===== config.mk =====
export PLATFORM = sky130hd
export DESIGN_NAME = if_id_skid_reg_flat
export DESIGN_NICKNAME = d
export VERILOG_FILES = /design/src/rtl/if_id_skid_reg_if.sv /design/src/rtl/if_id_skid_reg.sv /design/src/flat_wrapper.sv
export SDC_FILE = /design/constraint.sdc
export NUM_CORES = 1
export LEC_CHECK = 0
export BUFFER_PORTS_ARGS = -buffer_cell sky130_fd_sc_hd__buf_2
export CAP_MARGIN = 10
export CORE_ASPECT_RATIO = 2
export CORE_MARGIN = 4
export CORE_UTILIZATION = 50
export CTS_CLUSTER_SIZE = 28
export DETAILED_ROUTE_END_ITERATION = 7
export GPL_TIMING_DRIVEN = 0
export PLACE_DENSITY = 0.8
export SYNTH_ARGS = -nofsm -noshare
export SYNTH_HDL_FRONTEND = slang
export SYNTH_SLANG_ARGS = --single-unit

===== constraint.sdc =====
create_clock -name clk -period 2.1 [get_ports clk]
set_clock_uncertainty 0.05 [all_clocks]
set_input_delay 0.315 -clock clk [delete_from_list [all_inputs] [get_ports clk]]
set_output_delay 0.315 -clock clk [all_outputs]
set_load 0.02 [all_outputs]

===== src/rtl/if_id_skid_reg_if.sv =====
// ----------------------------------------------------------------------------
// if_id_skid_reg_if
// Fetch-to-decode handshake bundle for the IF/ID skid register: the upstream
// (fetch) valid/ready/payload and the downstream (decode) valid/ready/payload.
// The master modport is the environment around the stage (fetch + decode);
// the slave modport is the stage itself.
// ----------------------------------------------------------------------------
interface if_id_skid_reg_if #(
  parameter int PC_W    = 8,
  parameter int INSTR_W = 8
);
  // Fetch side
  logic               in_valid;
  logic               in_ready;
  logic [PC_W-1:0]    pc_in;
  logic [INSTR_W-1:0] instr_in;

  // Decode side
  logic               out_valid;
  logic               out_ready;
  logic [PC_W-1:0]    pc_out;
  logic [INSTR_W-1:0] instr_out;

  modport master (
    output in_valid, pc_in, instr_in, out_ready,
    input  in_ready, out_valid, pc_out, instr_out
  );

  modport slave (
    input  in_valid, pc_in, instr_in, out_ready,
    output in_ready, out_valid, pc_out, instr_out
  );
endinterface : if_id_skid_reg_if


===== src/rtl/if_id_skid_reg.sv =====
// ----------------------------------------------------------------------------
// if_id_skid_reg
// IF/ID pipeline register with a two-entry skid buffer. The main register
// drives decode; the skid register catches the one beat fetch may still send
// in the cycle decode stalls, so in_ready can come straight from a flop with
// no combinational path from out_ready. A flush squashes everything held and
// anything handshaken in the same cycle; rst has priority over flush.
//
// Optional feature: define IF_ID_PERF_EN to build saturating stall/flush
// performance counters. Without it the counter outputs are tied to zero and
// no counter flops exist.
// ----------------------------------------------------------------------------
module if_id_skid_reg #(
  parameter int                 PC_W      = 8,
  parameter int                 INSTR_W   = 8,
  parameter logic [INSTR_W-1:0] NOP_INSTR = '0,
  parameter int                 CNT_W     = 16
) (
  input  logic                clk,
  input  logic                rst,
  input  logic                flush,
  if_id_skid_reg_if.slave     bus,
  output logic [CNT_W-1:0]    stall_cnt,
  output logic [CNT_W-1:0]    flush_cnt
);

  typedef enum logic [1:0] {
    ST_EMPTY = 2'd0,  // main and skid invalid
    ST_ONE   = 2'd1,  // main valid, skid invalid
    ST_TWO   = 2'd2   // main and skid valid, fetch stalled
  } state_e;

  state_e             state_q;
  logic               out_valid_q;
  logic               in_ready_q;
  logic [PC_W-1:0]    main_pc_q;
  logic [INSTR_W-1:0] main_instr_q;
  logic [PC_W-1:0]    skid_pc_q;
  logic [INSTR_W-1:0] skid_instr_q;

  logic               accept;
  logic               skid_load;

  // Input handshake uses the registered ready, so no out_ready -> in_ready path.
  assign accept    = bus.in_valid & in_ready_q;

  // Skid captures a beat only when main is busy and decode is stalling.
  assign skid_load = !rst && !flush && (state_q == ST_ONE) && accept && !bus.out_ready;

  // Control FSM and main register: occupancy, registered handshake outputs
  // and the payload presented to decode.
  // NOTE: sequential state uses non-blocking (<=) so every flop samples the
  // pre-edge values of the others, independent of statement order.
  always_ff @(posedge clk) begin
    if (rst) begin
      state_q      <= ST_EMPTY;
      out_valid_q  <= 1'b0;
      in_ready_q   <= 1'b1;
      main_pc_q    <= '0;
      main_instr_q <= NOP_INSTR;
    end else if (flush) begin
      // Squash held beats and discard any beat handshaken this cycle.
      state_q      <= ST_EMPTY;
      out_valid_q  <= 1'b0;
      in_ready_q   <= 1'b1;
      main_pc_q    <= '0;
      main_instr_q <= NOP_INSTR;
    end else begin
      unique case (state_q)
        ST_EMPTY: begin
          if (accept) begin
            state_q      <= ST_ONE;
            out_valid_q  <= 1'b1;
            main_pc_q    <= bus.pc_in;
            main_instr_q <= bus.instr_in;
          end
        end

        ST_ONE: begin
          if (accept && bus.out_ready) begin
            // Full-throughput pass: old beat leaves, new beat replaces it.
            main_pc_q    <= bus.pc_in;
            main_instr_q <= bus.instr_in;
          end else if (accept) begin
            // Decode stalled: new beat parks in the skid, fetch stops next cycle.
            state_q      <= ST_TWO;
            in_ready_q   <= 1'b0;
          end else if (bus.out_ready) begin
            // Drain to empty; payload returns to the idle encoding.
            state_q      <= ST_EMPTY;
            out_valid_q  <= 1'b0;
            main_pc_q    <= '0;
            main_instr_q <= NOP_INSTR;
          end
        end

        ST_TWO: begin
          if (bus.out_ready) begin
            // Main retires; the skid beat moves up and fetch is released.
            state_q      <= ST_ONE;
            in_ready_q   <= 1'b1;
            main_pc_q    <= skid_pc_q;
            main_instr_q <= skid_instr_q;
          end
        end

        default: begin
          state_q      <= ST_EMPTY;
          out_valid_q  <= 1'b0;
          in_ready_q   <= 1'b1;
          main_pc_q    <= '0;
          main_instr_q <= NOP_INSTR;
        end
      endcase
    end
  end

  // Skid payload: loaded only when it becomes the second held beat.
  // NOTE: the skid payload has no reset; it is only ever read while the FSM
  // says it holds a valid beat, so leaving it unreset saves reset routing.
  always_ff @(posedge clk) begin
    if (skid_load) begin
      skid_pc_q    <= bus.pc_in;
      skid_instr_q <= bus.instr_in;
    end
  end

  assign bus.in_ready  = in_ready_q;
  assign bus.out_valid = out_valid_q;
  assign bus.pc_out    = main_pc_q;
  assign bus.instr_out = main_instr_q;

`ifdef IF_ID_PERF_EN
  logic [CNT_W-1:0] stall_cnt_q, stall_cnt_d;
  logic [CNT_W-1:0] flush_cnt_q, flush_cnt_d;

  // Saturating next-state for both counters; flush does not clear them.
  // NOTE: every always_comb output gets a default first so no path leaves it
  // unassigned and no latch is inferred.
  always_comb begin
    stall_cnt_d = stall_cnt_q;
    flush_cnt_d = flush_cnt_q;
    if (out_valid_q && !bus.out_ready && (stall_cnt_q != {CNT_W{1'b1}})) begin
      stall_cnt_d = stall_cnt_q + 1'b1;
    end
    if (flush && (flush_cnt_q != {CNT_W{1'b1}})) begin
      flush_cnt_d = flush_cnt_q + 1'b1;
    end
  end

  // Counter registers; cleared only by rst.
  always_ff @(posedge clk) begin
    if (rst) begin
      stall_cnt_q <= '0;
      flush_cnt_q <= '0;
    end else begin
      stall_cnt_q <= stall_cnt_d;
      flush_cnt_q <= flush_cnt_d;
    end
  end

  assign stall_cnt = stall_cnt_q;
  assign flush_cnt = flush_cnt_q;
`else
  assign stall_cnt = '0;
  assign flush_cnt = '0;
`endif

  // Structural invariants of the occupancy encoding.
  a_idle_payload : assert property (@(posedge clk) disable iff (rst)
    !out_valid_q |-> (main_pc_q == '0 && main_instr_q == NOP_INSTR));
  a_stall_implies_full : assert property (@(posedge clk) disable iff (rst)
    !in_ready_q |-> out_valid_q);

endmodule : if_id_skid_reg

===== src/flat_wrapper.sv =====
// flat-port wrapper written by rule: the top's interface ports become plain ports
module if_id_skid_reg_flat 
#(
  parameter int                 PC_W      = 8,
  parameter int                 INSTR_W   = 8,
  parameter logic [INSTR_W-1:0] NOP_INSTR = '0,
  parameter int                 CNT_W     = 16
)
  (clk, rst, flush, stall_cnt, flush_cnt, bus_in_valid, bus_pc_in, bus_instr_in, bus_out_ready, bus_in_ready, bus_out_valid, bus_pc_out, bus_instr_out);
  if_id_skid_reg_if #(.PC_W(PC_W), .INSTR_W(INSTR_W)) bus_i ();
  input  logic clk;
  input  logic rst;
  input  logic flush;
  output logic [CNT_W-1:0] stall_cnt;
  output logic [CNT_W-1:0] flush_cnt;
  input wire logic [$bits(bus_i.in_valid)-1:0] bus_in_valid;
  input wire logic [$bits(bus_i.pc_in)-1:0] bus_pc_in;
  input wire logic [$bits(bus_i.instr_in)-1:0] bus_instr_in;
  input wire logic [$bits(bus_i.out_ready)-1:0] bus_out_ready;
  output wire logic [$bits(bus_i.in_ready)-1:0] bus_in_ready;
  output wire logic [$bits(bus_i.out_valid)-1:0] bus_out_valid;
  output wire logic [$bits(bus_i.pc_out)-1:0] bus_pc_out;
  output wire logic [$bits(bus_i.instr_out)-1:0] bus_instr_out;
  assign bus_i.in_valid = bus_in_valid;
  assign bus_i.pc_in = bus_pc_in;
  assign bus_i.instr_in = bus_instr_in;
  assign bus_i.out_ready = bus_out_ready;
  assign bus_in_ready = bus_i.in_ready;
  assign bus_out_valid = bus_i.out_valid;
  assign bus_pc_out = bus_i.pc_out;
  assign bus_instr_out = bus_i.instr_out;
  if_id_skid_reg #(.PC_W(PC_W), .INSTR_W(INSTR_W), .NOP_INSTR(NOP_INSTR), .CNT_W(CNT_W)) u_core (.clk(clk), .rst(rst), .flush(flush), .bus(bus_i), .stall_cnt(stall_cnt), .flush_cnt(flush_cnt));
endmodule

======== Word level (Yosys, flattened, before mapping) ========
Index checks and enable logic that the tools add are counted.
word-level totals
  flip-flop bits (word level) ............. 36
  input bits .............................. 21
  output and inout port bits .............. 50
  word-level logic and storage cells ...... 60
operators by class
  eq/ne operators ......................... 11
  muxes and demuxes ....................... 25
  bitwise gates (word level) .............. 3
  reductions and logical operators ........ 14
operators with widths
  operator              count
  $mux W8               8
  $pmux W8 S3           2
  $reduce_and A4 Y1     3
  $mux W2               5
  $ne A2 B2 Y1 const B  4
  $mux W1               7
  $ne A3 B3 Y1 const B  2
  $pmux W1 S3           2
  $pmux W2 S3           1
  $logic_and A1 B1 Y1   5
  $reduce_and A5 Y1     1
  $ne A2 B1 Y1 const B  2
  $logic_not A1 Y1      3
  $ne A3 B2 Y1 const B  1
  $eq A2 B1 Y1 const B  1
  $eq A2 B2 Y1 const B  1
  $logic_not A2 Y1      1
  $not A1 Y1            2
  $reduce_or A2 Y1      1
  $and A1 B1 Y1         1

======== Depth between registers and ports, before layout ========
Gate-level depths: netlist of the first run.
  word-level depth ........................ 5
  depth in mapped cells ................... 7
  gate-level depth less buffers ........... 4

======== Least setup slack after synthesis of the first run ========
No wires, ideal clock.
  path type ............................... reg-to-reg
  start point ............................. register u_core.in_ready_q (netlist: u_core.bus.in_ready)
  end point ............................... register u_core.skid_instr_q[0] (enable)
  library setup time ...................... 374 ps
  arrival time ............................ 1,257 ps
  required time ........................... 1,676 ps
  slack ................................... 419 ps
  stages on the path, launching flop included .. 3
  buffers on the path ..................... 0
  clock period less this slack ............ 1,681 ps
  path through ............................ dfxtp_1 > and3b_2 > and3_1
between the ends
  longest elaborated chain between the ends .. 3
RTL lines
  item                              line                   RTL
  start, declared                   if_id_skid_reg.sv:35   logic in_ready_q;
  start signal, assigned            if_id_skid_reg.sv:58   in_ready_q <= 1'b1;
  start signal, assigned            if_id_skid_reg.sv:65   in_ready_q <= 1'b1;
  start signal, assigned            if_id_skid_reg.sv:87   in_ready_q <= 1'b0;
  $and A1 B1 Y1                     if_id_skid_reg.sv:45   assign accept = bus.in_valid & in_ready_q;
  $logic_and A1 B1 Y1 (2 in a row)  if_id_skid_reg.sv:48   assign skid_load = !rst && !flush && (state_q == ST_ONE) && accept && !bus.out_ready;
  named net u_core.skid_load        if_id_skid_reg.sv:42   logic skid_load;
  end signal, assigned              if_id_skid_reg.sv:124  skid_instr_q <= bus.instr_in;
  end, declared                     if_id_skid_reg.sv:39   logic [INSTR_W-1:0] skid_instr_q;
The timed path passes the listed nets, and every way through them passes these cells.
A chain may end at the register's enable or synchronous reset.

======== Final worst setup path of the first run ========
  start point ............................. register u_core.in_ready_q (netlist: u_core.bus.in_ready)
  end point ............................... register u_core.skid_pc_q[2] (enable)
between the ends
  longest elaborated chain between the ends .. 3
RTL lines
  item                              line                   RTL
  $and A1 B1 Y1                     if_id_skid_reg.sv:45
  $logic_and A1 B1 Y1 (2 in a row)  if_id_skid_reg.sv:48
  named net u_core.skid_load        if_id_skid_reg.sv:42
  end signal, assigned              if_id_skid_reg.sv:123  skid_pc_q <= bus.pc_in;
  end, declared                     if_id_skid_reg.sv:38   logic [PC_W-1:0] skid_pc_q;
The timed path passes the listed nets, and every way through them passes these cells.

==> run summary, run 1 <==
Once layout is complete, the utilization of the core stands at 64.9%. Of the total synthesized cell area, the portion taken by AND, OR, NAND and NOR gates is 8.97%. The biggest area consumer among synthesized cells was edfxtp_1. The first global-routing pass estimated 6600 um of wire. Count of antenna-violating nets left after detailed routing: 0. The synthesized netlist devotes 0% of its cell area to XOR and XNOR gates. In the final layout, the share of cells above drive strength 1 is 44.7%. Clock-pin slew was measured on the worst setup and hold paths at 0.07 ns.

The number of storage elements in the synthesis netlist was 36; the power per unit of standard cell area was 672 nW/um2. The critical path is of the flip-flop to flip-flop type. The worst register-to-register path has a setup slack of 0.24 ns. Setup repair after global routing left no endpoint under its margin.

Routability-driven placement finished with a final weighted congestion of 0.794. In this run the core area contains 32 standard-cell rows. Across the run, the number of max-cap violations was 0. In this run the cell area of the synthesized design comes to 2040 um2. Dividing the detail-routed wire length by the instance count gives 13.2 um. The tools report the area inside the core boundary as 3880 um2.

The worst hold path class was input port to flip-flop. For the worst-case vdd ir drop, the log shows 0.570 mV. The multi-input logic area is 908 um2, and the overflow left after global routing is 0.

For the finished layout, the period the worst path requires is 1.86 ns. The measured slew at the worst slew-check pin works out to 0.815 ns. The analysis attributes to cell leakage a power of 1.09 nW.

The number of gates resized after CTS was 0. For this run, the number of Yosys warnings is 0. Total die area: 5220 um2.

The portion of synthesized cell area occupied by the leading cell type came out at 23.6%. The total negative slack was 0 ns; the register area was 881 um2. TritonCTS built the clock tree. The tools report the HPWL after detailed placement as 3080 um.

The routed via count divided by cell count works out to 4.80. Final critical-path share of the clock period: 88.4%. The tools report the total via count in the routed design as 1459.

Of all nets on the critical path, the largest fanout is 16. For this run, the post-layout net count is 273. The starting DRC count in detailed routing was 23. The hold violation total from the final report came out at 0. The clock insertion delay at the later pin of the skew report was 0.29 ns; the share of cell area taken by muxes after synthesis was 8.91%. By area the synthesized netlist is led by edfxtp_1, dfxtp_1, buf_4, mux2i_1, o2bb2ai_2.

Before antenna repair, the detailed router went through 4 iterations. Clock tree synthesis inserted a total of 5 buffers. Across every metal layer, demand over resource in global routing totals 17.0%.

The cts-stage hold buffer count was 0; the number of levels the H-tree was split into was 2. The initial cell density of the core is 52.4%. After clock tree synthesis, the setup repair step added 0 buffers.

Sequential elements use 43.2% of the synthesized area. The initial antenna violation count was 0; the top-level port count was 71. The worst-case clock buffer depth was 2.

The run finished with clean final reports. By area, the combinational part of the netlist is dominated by compound AO/OA/AOI/OAI gates. Entering global routing, the biggest net connects 17 pins. The run gives 0 as the count of final max-slew check failures. The share of synthesized registers carrying an async set or reset works out to 0%. Among all flip-flop cells after synthesis, the most frequent one is dfxtp_1. Vertical die dimension: 98.3 um. The tools report the sum of routed wire length over all layers as 4010 um.

The post-synthesis adder-cell area fraction was 0%; the via count of the first global-routing pass was 1490. The headroom to the max-slew limit was 45.7%; the x dimension of the die was 53.1 um. After filler insertion, the fill cell instance count of the layout stands at 331.

The distinct cell type count of the synthesized netlist was 31; the post-synthesis compound-gate area fraction was 20.8%. STA puts the critical path data required time at 1.97 ns. The mean instance size in the synthesized netlist works out to 11.6 um2. The setup-violating endpoint count in the final report is 0, and the data arrival at the endpoint of the critical path is 1.73 ns.

Number of cells produced by synthesis: 176. The cell sitting at the root of the clock tree is a clkbuf_8. From synthesis to final layout, the design area changed by 23.6%. Clock tree synthesis found a total of 36 sinks. Power consumption: 1.69 mW.

Yosys mapped a number of flops with a built-in enable equal to 16. The antenna diode count is 0. After detailed routing, the number of remaining DRC violations is 0. The worst setup path is captured at a flip-flop.

Buffers placed on the I/O ports in this run total 38. The achievable clock frequency came out at 0.539 GHz. STA classifies the critical path startpoint as a flip-flop.
-- cell families after synthesis --
kind of cell	after synthesis
other	1
buffers and inverters	45
AND/OR/NAND/NOR	36
flip-flops	36
AO/OA/AOI/OAI	40
multiplexers	18
-- flip-flops by register name, indices dropped and copies added, names as in the netlist --
register	flops
u_core.state_q	2
u_core.bus.instr_out	8
u_core.bus.out_valid	1
u_core.bus.pc_out	8
u_core.skid_instr_q	8
u_core.skid_pc_q	8
u_core.bus.in_ready	1
-- cells in the final DEF, fill, tap and decap left out, types with 3 or more instances in the layout --
cell,count
buf_2,40
buf_4,34
conb_1,32
dfxtp_1,20
nor2_1,19
mux2i_1,17
edfxtp_1,16
o2bb2ai_2,10
a22oi_2,10
o2bb2ai_1,6
a22oi_1,6
buf_6,5
clkbuf_8,5
a21oi_1,4
nand3b_1,4
nand2_1,3
-- per-stage QoR --
step	instances	worst slack, ns	hold slack [ns]	area (um2)
detailed placement	296	0.155	0.448	2410
finish	304	0.243	0.176	2520
global placement	296	0.157	0.435	2410
CTS	304	0.244	0.163	2520
floorplan	207	0.419	0.364	2150
global route	304	0.152	0.167	2520
-- path summary, 6_finish.rpt --
check | startpoint | end | cells after the start
max | u_core.bus.in_ready | u_core.skid_pc_q[2] | 2
min reg2reg | u_core.bus.out_valid | u_core.bus.out_valid | 2
min | bus_instr_in[5] | u_core.skid_instr_q[5] | 1
max reg2reg | u_core.bus.in_ready | u_core.skid_pc_q[2] | 2
-- per-layer routing --
layer / vias to the layer above / global-route usage, % / part of all wire [%]
li1: 733 / - / -
met4: 0 / 7.68 / 2.2
met5: - / 0 / 0
met1: 669 / 16.3 / 36
met2: 50 / 31.8 / 56
met3: 7 / 3.82 / 5.9
-- critical path, cell delays in order, from the launching register on --
cell,delay [ns]
dfxtp_1,0.48
and3b_2,0.26
and3_1,0.69
-- cells in the mapped netlist, types with 2 or more instances --
cell type  number
nor3_1          2
dfxtp_1        20
a22oi_2        10
nor2_1         19
nand3b_1        4
buf_4          34
a22oi_1         6
nand2_1         3
a21oi_1         4
buf_2           2
mux2i_1        17
clkbuf_1        2
nand3_1         2
buf_6           5
o2bb2ai_2      10
edfxtp_1       16
o2bb2ai_1       6
-- report_power, final --
group	total [mW]	switching, mW	internal, mW	leakage, nW
clock network	0.606	0.255	0.351	0.0541
logic	0.331	0.190	0.141	0.730
registers	0.757	0.00955	0.747	0.307
-- area by class of cell --
| type | count | area share (%) |
|---|---|---|
| clock buffers | 5 | 2.73 |
| well taps | 51 | 2.53 |
| plain buffers | 45 | 14.5 |
| multi-input cells | 126 | 36.1 |
| repair buffers | 38 | 7.55 |
| flip-flops and latches | 36 | 35.0 |
| clock inverters | 3 | 1.69 |
Note: power is estimated with default switching activity, not from simulation.
==> run 2, diff against run 1 <==
--- a/config.mk
+++ b/config.mk
@@ -13,6 +13,7 @@
 export CTS_CLUSTER_SIZE = 28
 export DETAILED_ROUTE_END_ITERATION = 7
 export GPL_TIMING_DRIVEN = 0
+export MAX_ROUTING_LAYER = met4
 export PLACE_DENSITY = 0.8
 export SYNTH_ARGS = -nofsm -noshare
 export SYNTH_HDL_FRONTEND = slang
==> run 2 against run 1 <==
Combinational power is essentially flat. Register-to-register slack about the same. Via count increased by 0.34%. Worst hold slack about the same. Critical path type unchanged. Largest cell class unchanged. Sequential power about the same.
==> run summary, run 2 (synthesized netlist as in run 1, its figures left out) <==
The flow ran to the end, and the final reports show no timing, DRC or antenna violations. In this run the clock root is driven by a clkbuf_8. The maximum number of pins on one net before global-route repair was 17 (unchanged); the wire length the detailed router placed on met1 was 1480 um (+1.6%).

The setup path with the least slack is of type flip-flop to flip-flop. Measured slew at the worst slew-check pin: 0.820 ns (+0.00508 ns). Clock insertion delay at the later pin of the skew report: 0.29 ns (about the same). For the starting DRC count in detailed routing, the log shows 23 (unchanged). The internal power came out at 1.24 mW (unchanged). The tools report the total die area as 5220 um2 (unchanged). The worst slack at placement is 0.155 ns (unchanged), and the part of the power in registers is 44.6% (about the same). The x dimension of the die was 53.1 um (unchanged). Number of cells after detailed placement: 296 (unchanged).

The average wire per cell in the routed design came out at 13.3 um (+0.52%). The total of buffers placed on input and output ports is 38 (unchanged). The worst hold path class was input port to flip-flop. The via count of the first global-routing pass came out at 1493 (+0.20%).

The first-pass GRT wire length is 6590 um (-0.11%). The post-layout minimum cycle time was 1.86 ns (+0.00521 ns); the number of non-filler instances in the completed layout was 304 (unchanged). The overflow left after global routing came out at 0 (unchanged).

The leakage power figure is 1.09 nW (unchanged). The worst setup path is captured at a flip-flop. The tools report the number of levels the H-tree was split into as 2 (unchanged). The total clock buffers created by CTS came out at 5 (unchanged). The kind of cell with the highest combined delay along the critical path is simple AND/OR/NAND/NOR gates. The logs give 3080 um (unchanged) for the HPWL after detailed placement and 0.458 mW (+0.82%) for the switching power total. For the achievable clock frequency, the log shows 0.537 GHz (-0.28%).

The tools report the post-CTS setup buffer count as 0 (unchanged). The final critical-path share of the clock period is 88.7% (+0.25 points), and the weighted congestion at the end of routability-driven global placement is 0.805 (+1.4%). The run gives 4 (unchanged) as the total iterations of the first detailed-routing run. For the filler cell count, the log shows 331 (unchanged). The power per unit of standard cell area works out to 674 nW/um2 (+0.22%).

The tools report the headroom to the max-slew limit as 45.3% (-0.34 points). The run gives 0 (unchanged) as the setup-violating endpoint count in the final report. The commonest non-fill, non-tap cell in the layout is buf_2.

The tools report the power consumption as 1.70 mW (+0.22%). The tools report the standard-cell row count as 32 (unchanged). For the number of violations of the max-capacitance limit, the log shows 0 (unchanged). Number of instances resized during post-cts repair: 0 (unchanged).

The logs give 0 (unchanged) for the antenna diode count and 1464 (+0.34%) for the total via count in the routed design. The switching share of total power came out at 27.0% (+0.16 points). The synthesis-to-finish area growth was 23.6% (unchanged). Signal routing reaches up to met4. For the worst setup margin, the log shows 0.238 ns (-0.00521 ns).

Data arrival at the endpoint of the critical path: 1.73 ns (about the same). Setup repair after global routing left no endpoint under its margin. The tools report the global-route usage over all layers as 17.4% (+0.47 points). TritonCTS built the clock tree.

The slowest stage of the critical path is the and3_1 cell. The tools report the count of antenna-violating nets left after detailed routing as 0 (unchanged). Cts-stage hold buffer count: 0 (unchanged). The tools report the worst-case clock buffer depth as 2 (unchanged).

The hold slack is 0.176 ns (+0.0000590 ns). The vertical die dimension was 98.3 um (unchanged). The logs give 71 (unchanged) for the top-level port count and 0 (unchanged) for the count of final max-slew check failures. The share of total power in the clock network was 35.9% (about the same); the clock transition at the registers of the reported paths was 0.07 ns (about the same).

The logs give 36 (unchanged) for the number of clock sinks and 273 (unchanged) for the number of nets in the layout. The fraction of final layout cells sized beyond drive strength 1 was 44.7% (unchanged); the critical path data required time was 1.97 ns (about the same). STA classifies the critical path startpoint as a flip-flop. In the layout the commonest cells are buf_2, buf_4, conb_1.

The worst-case vdd ir drop is 0.573 mV (+0.59%), and the total length of routed met2 wires is 2240 um (+0.49%). The peak per-stage delay on the critical path is 0.69 ns (about the same). The initial cell density of the core was 52.4% (unchanged); the maximum fanout count along the critical path was 16 (unchanged).

The critical path buffer and inverter count came out at 0 (unchanged). The detailed route wirelength on metal3 is 220 um (-6.4%). The total DRC errors in the routed layout is 0 (unchanged), and the area inside the core boundary is 3880 um2 (unchanged). The tools report the initial antenna violation count as 0 (unchanged). The logs give 0 ns (unchanged) for the total negative slack and 19.5% (about the same) for the combinational group share of total power. The sum of routed wire length over all layers was 4040 um (+0.52%); the routed via count divided by cell count was 4.82 (+0.34%).

The hold violation total from the final report is 0 (unchanged). The register-to-register setup slack is 0.24 ns (about the same). Traced cell by cell, the critical path runs through and3b_2 -> and3_1.
## run 2: cell counts in the layout (fill, tap and decap cells not counted)
Identical to the previous run, type by type.
## run 2: worst paths after layout
check	start	end	cells after the start
worst min register to register	u_core.bus.out_valid	u_core.bus.out_valid	2
worst max register to register	u_core.bus.in_ready	u_core.skid_pc_q[2]	2
worst min-delay path	bus_instr_in[5]	u_core.skid_instr_q[5]	1
worst max-delay path	u_core.bus.in_ready	u_core.skid_pc_q[2]	2
## run 2: routing by layer
metal	vias to the layer above	GRT usage [%]
met2	48	31.8
met3	6	3.66
met1	677	16.4
li1	733	-
met4	0	7.68
met5	-	-
## run 2: final cells by class
cell class | instances | area (um2) | area share, %
clock inverters | 3 | 42.5 | 1.69
plain buffers | 45 | 364 | 14.5
flip-flops and latches | 36 | 881 | 35.0
clock buffers | 5 | 68.8 | 2.73
well taps | 51 | 63.8 | 2.53
multi-input cells | 126 | 908 | 36.1
repair buffers | 38 | 190 | 7.55
## run 2: through the flow
step | instance area [um2] | util (%)
finish | 2520 | 64.9
global route | 2520 | 64.9
CTS | 2520 | 64.9
detailed placement | 2410 | 62.0
global placement | 2410 | 62.0
floorplan | 2150 | -
## run 2: power groups by stage
| stage | registers, mW | logic [mW] | clock network (mW) |
|---|---|---|---|
| after CTS | 0.757 | 0.332 | 0.630 |
| final | 0.757 | 0.331 | 0.610 |
| after floorplan | 0.789 | 0.241 | 0 |
| after detailed placement | 0.773 | 0.331 | 0 |
| after global placement | 0.772 | 0.326 | 0 |
| after global routing | 0.758 | 0.361 | 0.653 |
## run 2: worst register-to-register path: stages (launching register included)
cell and delay, ns:
dfxtp_1 0.48, and3b_2 0.26, and3_1 0.69
